$ cat config.mk
export PLATFORM = sky130hd
export DESIGN_NAME = spi_pcm_stream_tx
export DESIGN_NICKNAME = d
export VERILOG_FILES = /design/src/rtl/spi_pcm_stream_tx.sv
export SDC_FILE = /design/constraint.sdc
export NUM_CORES = 1
export LEC_CHECK = 0
export ABC_AREA = 1
export BUFFER_PORTS_ARGS = -buffer_cell sky130_fd_sc_hd__buf_4
export CORE_MARGIN = 2
export CORE_UTILIZATION = 65
export DETAILED_ROUTE_END_ITERATION = 7
export PLACE_DENSITY = 0.89
export SYNTH_ARGS = -nofsm -noshare
export SYNTH_HDL_FRONTEND = slang
export SYNTH_SLANG_ARGS = --single-unit
$ cat constraint.sdc
create_clock -name clk -period 3.89 [get_ports clk]
set_clock_uncertainty 0.2 [all_clocks]
set_input_delay 0.1945 -clock clk [delete_from_list [all_inputs] [get_ports clk]]
set_output_delay 0.1945 -clock clk [all_outputs]
set_load 0.01 [all_outputs]
$ cat src/rtl/spi_pcm_stream_tx.sv
// spi_pcm_stream_tx
//   Buffered multi-channel PCM transmitter. The audio pipeline pushes whole
//   frames into a FIFO. An external SPI master (mode 0) clocks the frames
//   out MSB-first on sdo. Consecutive frames stream back to back inside one
//   cs_n assertion. sck and cs_n are asynchronous and are oversampled in clk.
//
// Parameters
//   SAMPLE_W    bits per channel sample
//   CHANNELS    channels per frame (FRAME_W = SAMPLE_W*CHANNELS)
//   FIFO_DEPTH  frames buffered (power of two, >= 2)
//
// Configuration macro
//   PCM_PARITY_EN  when defined, an even-parity bit (XOR of all FRAME_W data
//                  bits) follows the last LSB of every frame.
//
// Ports
//   clk, reset_n            system clock, asynchronous active-low reset
//   sck, cs_n               SPI clock / chip select from the master (async)
//   sdo                     serial data to the master
//   sample_valid/ready/data frame input; ch0 sits in sample_data[SAMPLE_W-1:0]
//   fifo_level              frames currently queued
//   underrun, underrun_clr  sticky empty-pop flag and its synchronous clear
//   frame_active            high while the shifter is in SHIFT
//
// Handshake: a frame is accepted on a rising clk edge where sample_valid and
// sample_ready are both high; sample_ready depends only on fifo_level.
module spi_pcm_stream_tx #(
  parameter int SAMPLE_W   = 16,
  parameter int CHANNELS   = 2,
  parameter int FIFO_DEPTH = 4,
  localparam int FRAME_W   = SAMPLE_W * CHANNELS,
  localparam int LVL_W     = $clog2(FIFO_DEPTH + 1)
) (
  input  logic               clk,
  input  logic               reset_n,
  input  logic               sck,
  input  logic               cs_n,
  output logic               sdo,
  input  logic               sample_valid,
  output logic               sample_ready,
  input  logic [FRAME_W-1:0] sample_data,
  output logic [LVL_W-1:0]   fifo_level,
  output logic               underrun,
  input  logic               underrun_clr,
  output logic               frame_active
);

`ifdef PCM_PARITY_EN
  localparam int FRAME_BITS = FRAME_W + 1;
`else
  localparam int FRAME_BITS = FRAME_W;
`endif
  localparam int PTR_W = $clog2(FIFO_DEPTH);
  localparam int CNT_W = $clog2(FRAME_BITS);
  localparam logic [CNT_W-1:0] LAST_BIT = CNT_W'(FRAME_BITS - 1);

  typedef enum logic [1:0] {IDLE, LOAD, SHIFT} state_t;

  state_t                  state, state_d;
  logic [FRAME_BITS-1:0]   shreg, shreg_d;
  logic [CNT_W-1:0]        bit_cnt, bit_cnt_d;
  logic                    pop_req;

  // Synchronisers: meta -> s (synchronised) -> d (previous, for edges).
  logic sck_meta, sck_s, sck_d;
  logic cs_meta, cs_s, cs_d;

  always_ff @(posedge clk or negedge reset_n) begin
    if (!reset_n) begin
      sck_meta <= 1'b0;
      sck_s    <= 1'b0;
      sck_d    <= 1'b0;
      cs_meta  <= 1'b1;
      cs_s     <= 1'b1;
      cs_d     <= 1'b1;
    end else begin
      sck_meta <= sck;
      sck_s    <= sck_meta;
      sck_d    <= sck_s;
      cs_meta  <= cs_n;
      cs_s     <= cs_meta;
      cs_d     <= cs_s;
    end
  end

  logic sck_fall, cs_fall, cs_rise;
  assign sck_fall = sck_d & ~sck_s;
  assign cs_fall  = cs_d & ~cs_s;
  assign cs_rise  = ~cs_d & cs_s;

  // ---------------- FIFO ----------------
  logic [FRAME_W-1:0] mem [FIFO_DEPTH];
  logic [PTR_W-1:0]   wr_ptr, rd_ptr;
  logic               fifo_empty, push, pop, underrun_set;

  assign sample_ready = (fifo_level < LVL_W'(FIFO_DEPTH));
  assign fifo_empty   = (fifo_level == '0);
  assign push         = sample_valid & sample_ready;
  // An empty pop does not consume a frame pushed in the same cycle.
  assign pop          = pop_req & ~fifo_empty;
  assign underrun_set = pop_req & fifo_empty;

  always_ff @(posedge clk) begin
    if (push) mem[wr_ptr] <= sample_data;
  end

  always_ff @(posedge clk or negedge reset_n) begin
    if (!reset_n) begin
      wr_ptr     <= '0;
      rd_ptr     <= '0;
      fifo_level <= '0;
      underrun   <= 1'b0;
    end else begin
      if (push) wr_ptr <= wr_ptr + PTR_W'(1);
      if (pop)  rd_ptr <= rd_ptr + PTR_W'(1);
      case ({push, pop})
        2'b10:   fifo_level <= fifo_level + LVL_W'(1);
        2'b01:   fifo_level <= fifo_level - LVL_W'(1);
        default: fifo_level <= fifo_level;
      endcase
      if (underrun_set)      underrun <= 1'b1;
      else if (underrun_clr) underrun <= 1'b0;
    end
  end

  // Head frame rearranged into transmit order: ch0 occupies the top slice so
  // a plain MSB-first shift emits ch0 MSB..LSB, then ch1, and so on.
  logic [FRAME_W-1:0]    head_ser;
  logic [FRAME_BITS-1:0] load_word;

  always_comb begin
    head_ser = '0;
    for (int c = 0; c < CHANNELS; c++) begin
      head_ser[FRAME_W-1-c*SAMPLE_W -: SAMPLE_W] = mem[rd_ptr][c*SAMPLE_W +: SAMPLE_W];
    end
  end

`ifdef PCM_PARITY_EN
  assign load_word = fifo_empty ? '0 : {head_ser, ^head_ser};
`else
  assign load_word = fifo_empty ? '0 : head_ser;
`endif

  // ---------------- Shifter FSM ----------------
  always_ff @(posedge clk or negedge reset_n) begin
    if (!reset_n) begin
      state   <= IDLE;
      shreg   <= '0;
      bit_cnt <= '0;
    end else begin
      state   <= state_d;
      shreg   <= shreg_d;
      bit_cnt <= bit_cnt_d;
    end
  end

  always_comb begin
    state_d   = state;
    shreg_d   = shreg;
    bit_cnt_d = bit_cnt;
    pop_req   = 1'b0;
    if (cs_rise) begin
      // Deselect aborts whatever is in flight; the partial frame is dropped.
      state_d   = IDLE;
      shreg_d   = '0;
      bit_cnt_d = '0;
    end else begin
      case (state)
        IDLE: begin
          shreg_d   = '0;
          bit_cnt_d = '0;
          if (cs_fall) state_d = LOAD;
        end
        LOAD: begin
          pop_req   = 1'b1;
          shreg_d   = load_word;
          bit_cnt_d = '0;
          state_d   = SHIFT;
        end
        SHIFT: begin
          if (sck_fall) begin
            if (bit_cnt == LAST_BIT) begin
              // Next frame follows immediately with no gap bit.
              pop_req   = 1'b1;
              shreg_d   = load_word;
              bit_cnt_d = '0;
            end else begin
              shreg_d   = {shreg[FRAME_BITS-2:0], 1'b0};
              bit_cnt_d = bit_cnt + CNT_W'(1);
            end
          end
        end
        default: begin
          state_d   = IDLE;
          shreg_d   = '0;
          bit_cnt_d = '0;
        end
      endcase
    end
  end

  assign sdo          = shreg[FRAME_BITS-1];
  assign frame_active = (state == SHIFT);

endmodule

==> results of run 1 <==
-- power groups by stage --
stage	sequential, uW	clock [uW]	combinational, uW
finish	2490	1710	1650
floorplan	2510	0	1130
global route	2510	1810	1850
global placement	2500	0	1510
CTS	2480	1710	1630
detailed placement	2520	0	1570
-- path summary, 6_finish.rpt --
kind,from,slack (ns),cells past startpoint,to
max in group asynchronous,reset_n,2.80,2,rd_ptr[0]
min,reset_n,0.16,2,shreg[0]
max reg2reg,bit_cnt[0],1.32,14,fifo_level[2]
min reg2reg,cs_meta,0.16,0,cs_s
max,bit_cnt[0],1.32,14,fifo_level[2]
min in group clk,sample_valid,0.16,4,wr_ptr[1]
-- synthesized netlist by cell type, drive strengths merged --
cell      n
edfxtp  128
buf      29
nor2     77
fa        1
a21oi     5
xnor2     1
nand3    38
inv      91
dfstp     3
xor2      3
ha       11
and3      1
o21ai    68
nand2   286
dfrtp    50
o22ai     1
clkbuf    7
-- final cells by class --
| type | instances | area share |
|---|---|---|
| flip-flops and latches | 181 | 0.561 |
| multi-input cells | 492 | 0.232 |
| repair buffers | 90 | 0.0844 |
| clock buffers | 19 | 0.0491 |
| inverters | 91 | 0.0371 |
| well taps | 147 | 0.0200 |
| clock inverters | 13 | 0.0159 |
-- repair_timing --
item                      4_1_cts  5_1_grt
hold endpoints to repair      181        0
buffers inserted                0        0
hold buffers                   36        0
-- stage by stage --
stage	std cells	hold WS [ns]	area [um2]
2_1_floorplan	800	-0.301	7870
4_1_cts	1033	0.147	9220
3_5_place_dp	965	0.0851	8260
3_3_place_gp	965	0.0832	8260
5_1_grt	1033	0.167	9220
6_report	1033	0.156	9220
-- cells by family after synthesis --
| kind of cell | after synthesis |
|---|---|
| DFF | 181 |
| and+or+nand+nor | 402 |
| AOI/OAI and AO/OA | 74 |
| adders and majority gates | 12 |
| xor gates and xnor gates | 4 |
| buffers and inverters | 127 |
-- critical path, stage by stage (launching register included) --
cell	delay, ns
dfrtp_1	0.37
ha_1	0.19
and3_1	0.17
ha_1	0.15
nand2_1	0.05
nand2_1	0.07
nand2_1	0.10
nor2_1	0.20
ha_1	0.18
inv_1	0.07
fa_1	0.38
nor2_1	0.11
nor2_1	0.04
nand2_1	0.08
xor2_1	0.14
-- state kept, by name, summed over array words and instances (netlist names) --
signal	flops
underrun	1
sck_meta	1
sck_d	1
cs_s	1
state	2
shreg	32
bit_cnt	5
fifo_level	3
cs_meta	1
sck_s	1
mem	128
rd_ptr	2
wr_ptr	2
cs_d	1
-- metal layers --
layer,share of wire,wire (um),vias to the layer above
met5,0,0,-
met4,0.025,414,0
met3,0.067,1130,39
met2,0.53,8910,264
met1,0.37,6270,2673
li1,-,-,2695
==> flow_metrics.py, run 1 <==
metrics = {
    "outcome": {
        "status": "complete, no violations",
    },
    "floorplanning": {
        "start_util": 0.661,
        "core_um2": 11900,
        "pin_count": 45,
        "die_height_um": 114,
        "core.rowCount": 40,
        "die_w_um": 114,
        "die_area_um2": 13000,
    },
    "logic_synthesis": {
        "synth_compound_area_frac": 0.0472,
        "synth_top_family_by_area": "simple AND/OR/NAND/NOR gates",
        "syn_avg_cell_area_um2": 9.84,
        "synth-xor-area-share": 0.00445,
        "yosys_register_bits": 181,
        "yosysSeqAreaShare": 0.657,
        "synth.net_count": 850,
        "yosysTopAreaCellShare": 0.488,
        "synth-simple-area-share": 0.199,
        "synth_warnings": 0,
        "yosysTopAreaCell": "edfxtp_1",
        "synthDistinctLibCells": 26,
        "synth_area_leaders": "edfxtp_1 (49%), dfrtp_1 (16%), nand2_1 (14%)",
        "syn-cell-area_um2": 7870,
        "synthCells": 800,
        "synthMuxAreaShare": 0,
        "synthAdderAreaFrac": 0.0200,
    },
    "routing": {
        "routedWlPerCell_um": 16.2,
        "drtIter0Drc": 443,
        "drcViolationCount": 0,
        "routed_wl_um": 16700,
        "via_per_inst": 5.49,
        "vias": 5671,
        "drt-pass1-iter-count": 5,
        "drtAntennaViolNets": 0,
    },
    "setup_path": {
        "crit_path_end_kind": "flop",
        "crit_fanout": 3,
        "path_class": "reg -> reg",
        "cp-start-kind": "flop",
        "crit_arrival_ns": 2.72,
        "cp.required_ns": 4.04,
    },
    "finish": {
        "syn2layout_area_growth_pct": 17.1,
        "final.fill_count": 722,
        "nets": 923,
        "final_common_cell": "nand2_1",
        "multi_input_area_um2": 2140,
        "drive_gt1_frac": 0.112,
        "antenna_cells": 0,
        "layout_common_cells": "nand2_1 (285), edfxtp_1 (128), inv_1 (87), nor2_1 (71), o21ai_0 (57)",
        "ff_latch_area_um2": 5170,
        "final_util": 0.774,
    },
    "grt": {
        "use_met1": 0.332,
        "overflow": 0,
        "met3_usage": 0.0535,
        "busiest_layer": "met2",
        "antenna_found_initial": 0,
        "first_global_vias": 5651,
        "gr-usage-met2": 0.488,
        "grt_start_max_net_pins": 68,
        "grt_pass1_wl_um": 27200,
        "grt.total_usage": 0.274,
    },
    "power_and_ir_drop": {
        "peakVddDrop_uv": 427,
        "p_per_area_nw_per_um2": 635,
        "p_seq_frac": 0.425,
        "power_frac_comb": 0.283,
        "power_uw": 5850,
        "p_int_uw": 3840,
        "clockPowerShare": 0.293,
        "switching_share": 0.344,
        "p_leak_uw": 0.00395,
        "p_sw_uw": 2010,
    },
    "clock_network": {
        "htreeDepth": 4,
        "root_buffer": "clkbuf_16",
        "clockBufferDepth": 2,
        "clk_pin_slew_ns": 0.07,
        "cts_resized": 0,
        "cts_buffers": 17,
        "cts.sinks": 181,
        "cts_tree": "built",
        "clk_latency_ns": 0.43,
    },
    "place": {
        "gp_congestion": 0.770,
        "dp_hpwl_um": 8440,
        "dp_slack_ns": 1.35,
        "port_buffers": 44,
    },
    "sta": {
        "rsz0062_at_grt": "false",
        "report.final.slew_viol_count": 0,
        "fmax_mhz": 389,
        "tightest_slew_ns": 1.14,
        "setup_violations": 0,
        "hold_viol": 0,
        "fin_crit_sh": 0.661,
        "final.min_clock_period_ns": 2.57,
        "maxSlewHeadroom": 0.242,
        "tns_ns": 0,
        "worst_slack_ns": 1.32,
    },
    "min_path": {
        "worstHoldPathType": "in -> async",
    },
    "run": {
        "drv_cap": 0,
    },
}
Power figures use the tool's default switching activity.
==> inputs of run 2 (changes only) <==
CORE_UTILIZATION = 61   (was 65)
PLACE_DENSITY = 0.85   (was 0.89)
clock period = 2.4 ns   (was 3.89 ns; I/O delays follow)
==> flow_metrics.py, run 2 (synthesized netlist as in run 1, its figures left out) <==
metrics = {
    "outcome": {
        "status": "complete, no violations",
    },
    "routing": {
        "routedWlPerCell_um": 15.6,
        "vias": 5730,
        "drt-pass1-iter-count": 5,
        "routed_wl_um": 16800,
        "drtAntennaViolNets": 0,
        "via_per_inst": 5.33,
        "drtIter0Drc": 539,
        "drcViolationCount": 0,
    },
    "sta": {
        "tns_ns": 0,
        "final.min_clock_period_ns": 2.34,
        "maxSlewHeadroom": 0.514,
        "tightest_slew_ns": 0.728,
        "setup_violations": 0,
        "report.final.slew_viol_count": 0,
        "fmax_mhz": 427,
        "fin_crit_sh": 0.976,
        "worst_slack_ns": 0.0566,
        "hold_viol": 0,
        "rsz0062_at_grt": "true",
    },
    "finish": {
        "top_register": "mem",
        "syn2layout_area_growth_pct": 20.1,
        "finalInstanceArea_um2": 9450,
        "multi_input_area_um2": 2200,
        "largest_register_ff_count": 128,
        "final_common_cell": "nand2_1",
        "drive_gt1_frac": 0.143,
        "antenna_cells": 0,
        "final.fill_count": 815,
        "nets": 941,
        "top_regs": "mem: 128 flops, shreg: 32 flops, bit_cnt: 5 flops",
        "finalNonFillerCells": 1076,
        "ff_latch_area_um2": 5170,
        "layout_common_cells": "nand2_1 (281), edfxtp_1 (128), inv_1 (86), nor2_1 (69), buf_4 (65)",
    },
    "grt": {
        "first_global_vias": 5833,
        "antenna_found_initial": 0,
        "overflow": 0,
        "grt.total_usage": 0.259,
        "grt_start_max_net_pins": 54,
        "grt_pass1_wl_um": 27700,
    },
    "floorplanning": {
        "die_w_um": 118,
        "start_util": 0.624,
        "die_area_um2": 13800,
        "pin_count": 45,
        "die_height_um": 118,
        "core.rowCount": 41,
        "core_um2": 12600,
    },
    "clock_network": {
        "root_buffer": "clkbuf_16",
        "cts.sinks": 181,
        "cts_tree": "built",
        "clockBufferDepth": 2,
        "post_cts_buffers": 0,
        "htreeDepth": 4,
        "cts_buffers": 17,
        "clk_pin_slew_ns": 0.07,
        "clk_latency_ns": 0.43,
    },
    "power_and_ir_drop": {
        "power_uw": 9480,
        "p_per_area_nw_per_um2": 1000,
        "peakVddDrop_uv": 617,
        "p_leak_uw": 0.00401,
    },
    "run": {
        "drv_cap": 0,
    },
    "setup_path": {
        "path_class": "reg -> reg",
        "crit_arrival_ns": 2.49,
        "path_cells": "ha_2, and3_4, ha_4, nand2_2, nand2_2, nand2_2, nor2_4, ha_4, inv_2, fa_2, nor2_2, nor2_1, nand2_1, xor2_1",
        "cp.required_ns": 2.55,
        "crit_fanout": 2,
        "path_common_cell": "nand2_2",
        "reg2regPathDepth": 14,
        "critical_path.max_stage_delay_ns": 0.37,
        "crit_path_end_kind": "flop",
        "critPathSlowestCell": "fa_2",
        "cp-start-kind": "flop",
    },
    "place": {
        "port_buffers": 44,
        "place_inst": 1007,
        "dp_hpwl_um": 8910,
        "dp_slack_ns": 0.00298,
        "gp_congestion": 0.812,
        "placed_cell_area_um2": 8480,
    },
    "min_path": {
        "worstHoldPathType": "in -> async",
    },
}
## run 2: changes by cell type in the layout (fill, tap and decap cells not counted), sizes merged
cell         delta
buf            +17
bufinv          -1
clkinv          -3
clkinvlp        +7
dlygate4sd3     +1
inv             -3
## run 2: final timing paths
| kind | startpoint | to | slack (ns) |
|---|---|---|---|
| min in group clk | sck_meta | sck_s | 0.15 |
| max reg2reg | bit_cnt[0] | fifo_level[2] | 0.06 |
| min reg2reg | sck_meta | sck_s | 0.15 |
| max | bit_cnt[0] | fifo_level[2] | 0.06 |
| min | reset_n | shreg[1] | 0.14 |
| max in group asynchronous | reset_n | rd_ptr[0] | 1.35 |
## run 2: final cells by class
cell class,count,area share
multi-input cells,492,0.233
repair buffers,108,0.104
clock inverters,13,0.0118
well taps,172,0.0228
clock buffers,19,0.0458
inverters,91,0.0361
flip-flops and latches,181,0.547
## run 2: timing repair
item,4_1_cts,5_1_grt
gates resized for setup,2,14
hold buffers,37,0
pin swaps,0,6
endpoints found under the setup margin,1,2
hold endpoints to repair,186,0
## run 2: worst max-delay path, delay by kind of cell, from the launching register on
kind	cells	cell delay (ns)
xor+xnor	1	0.15
fa+ha+maj	4	0.80
simple gates	8	0.71
flops	1	0.35
buf+inv	1	0.04
## run 2: metrics by stage
stage	utilization	hold slack, ns
2_1_floorplan	-	-0.376
3_3_place_gp	0.672	0.0184
3_5_place_dp	0.672	0.0161
4_1_cts	0.745	0.105
5_1_grt	0.749	0.160
6_report	0.749	0.135
## run 2: layer usage
metal,part of all wire,global-route usage,vias up
li1,-,-,2726
met1,0.39,0.303,2751
met2,0.52,0.453,218
met3,0.060,0.0610,35
met4,0.023,0.118,0
met5,0,0,-
## run 2: power breakdown
group	leakage (uW)	internal (uW)	total [uW]	switching, uW
registers	0.00186	3840	4080	233
logic	0.00190	935	2820	1880
clock network	0.000247	1420	2590	1170
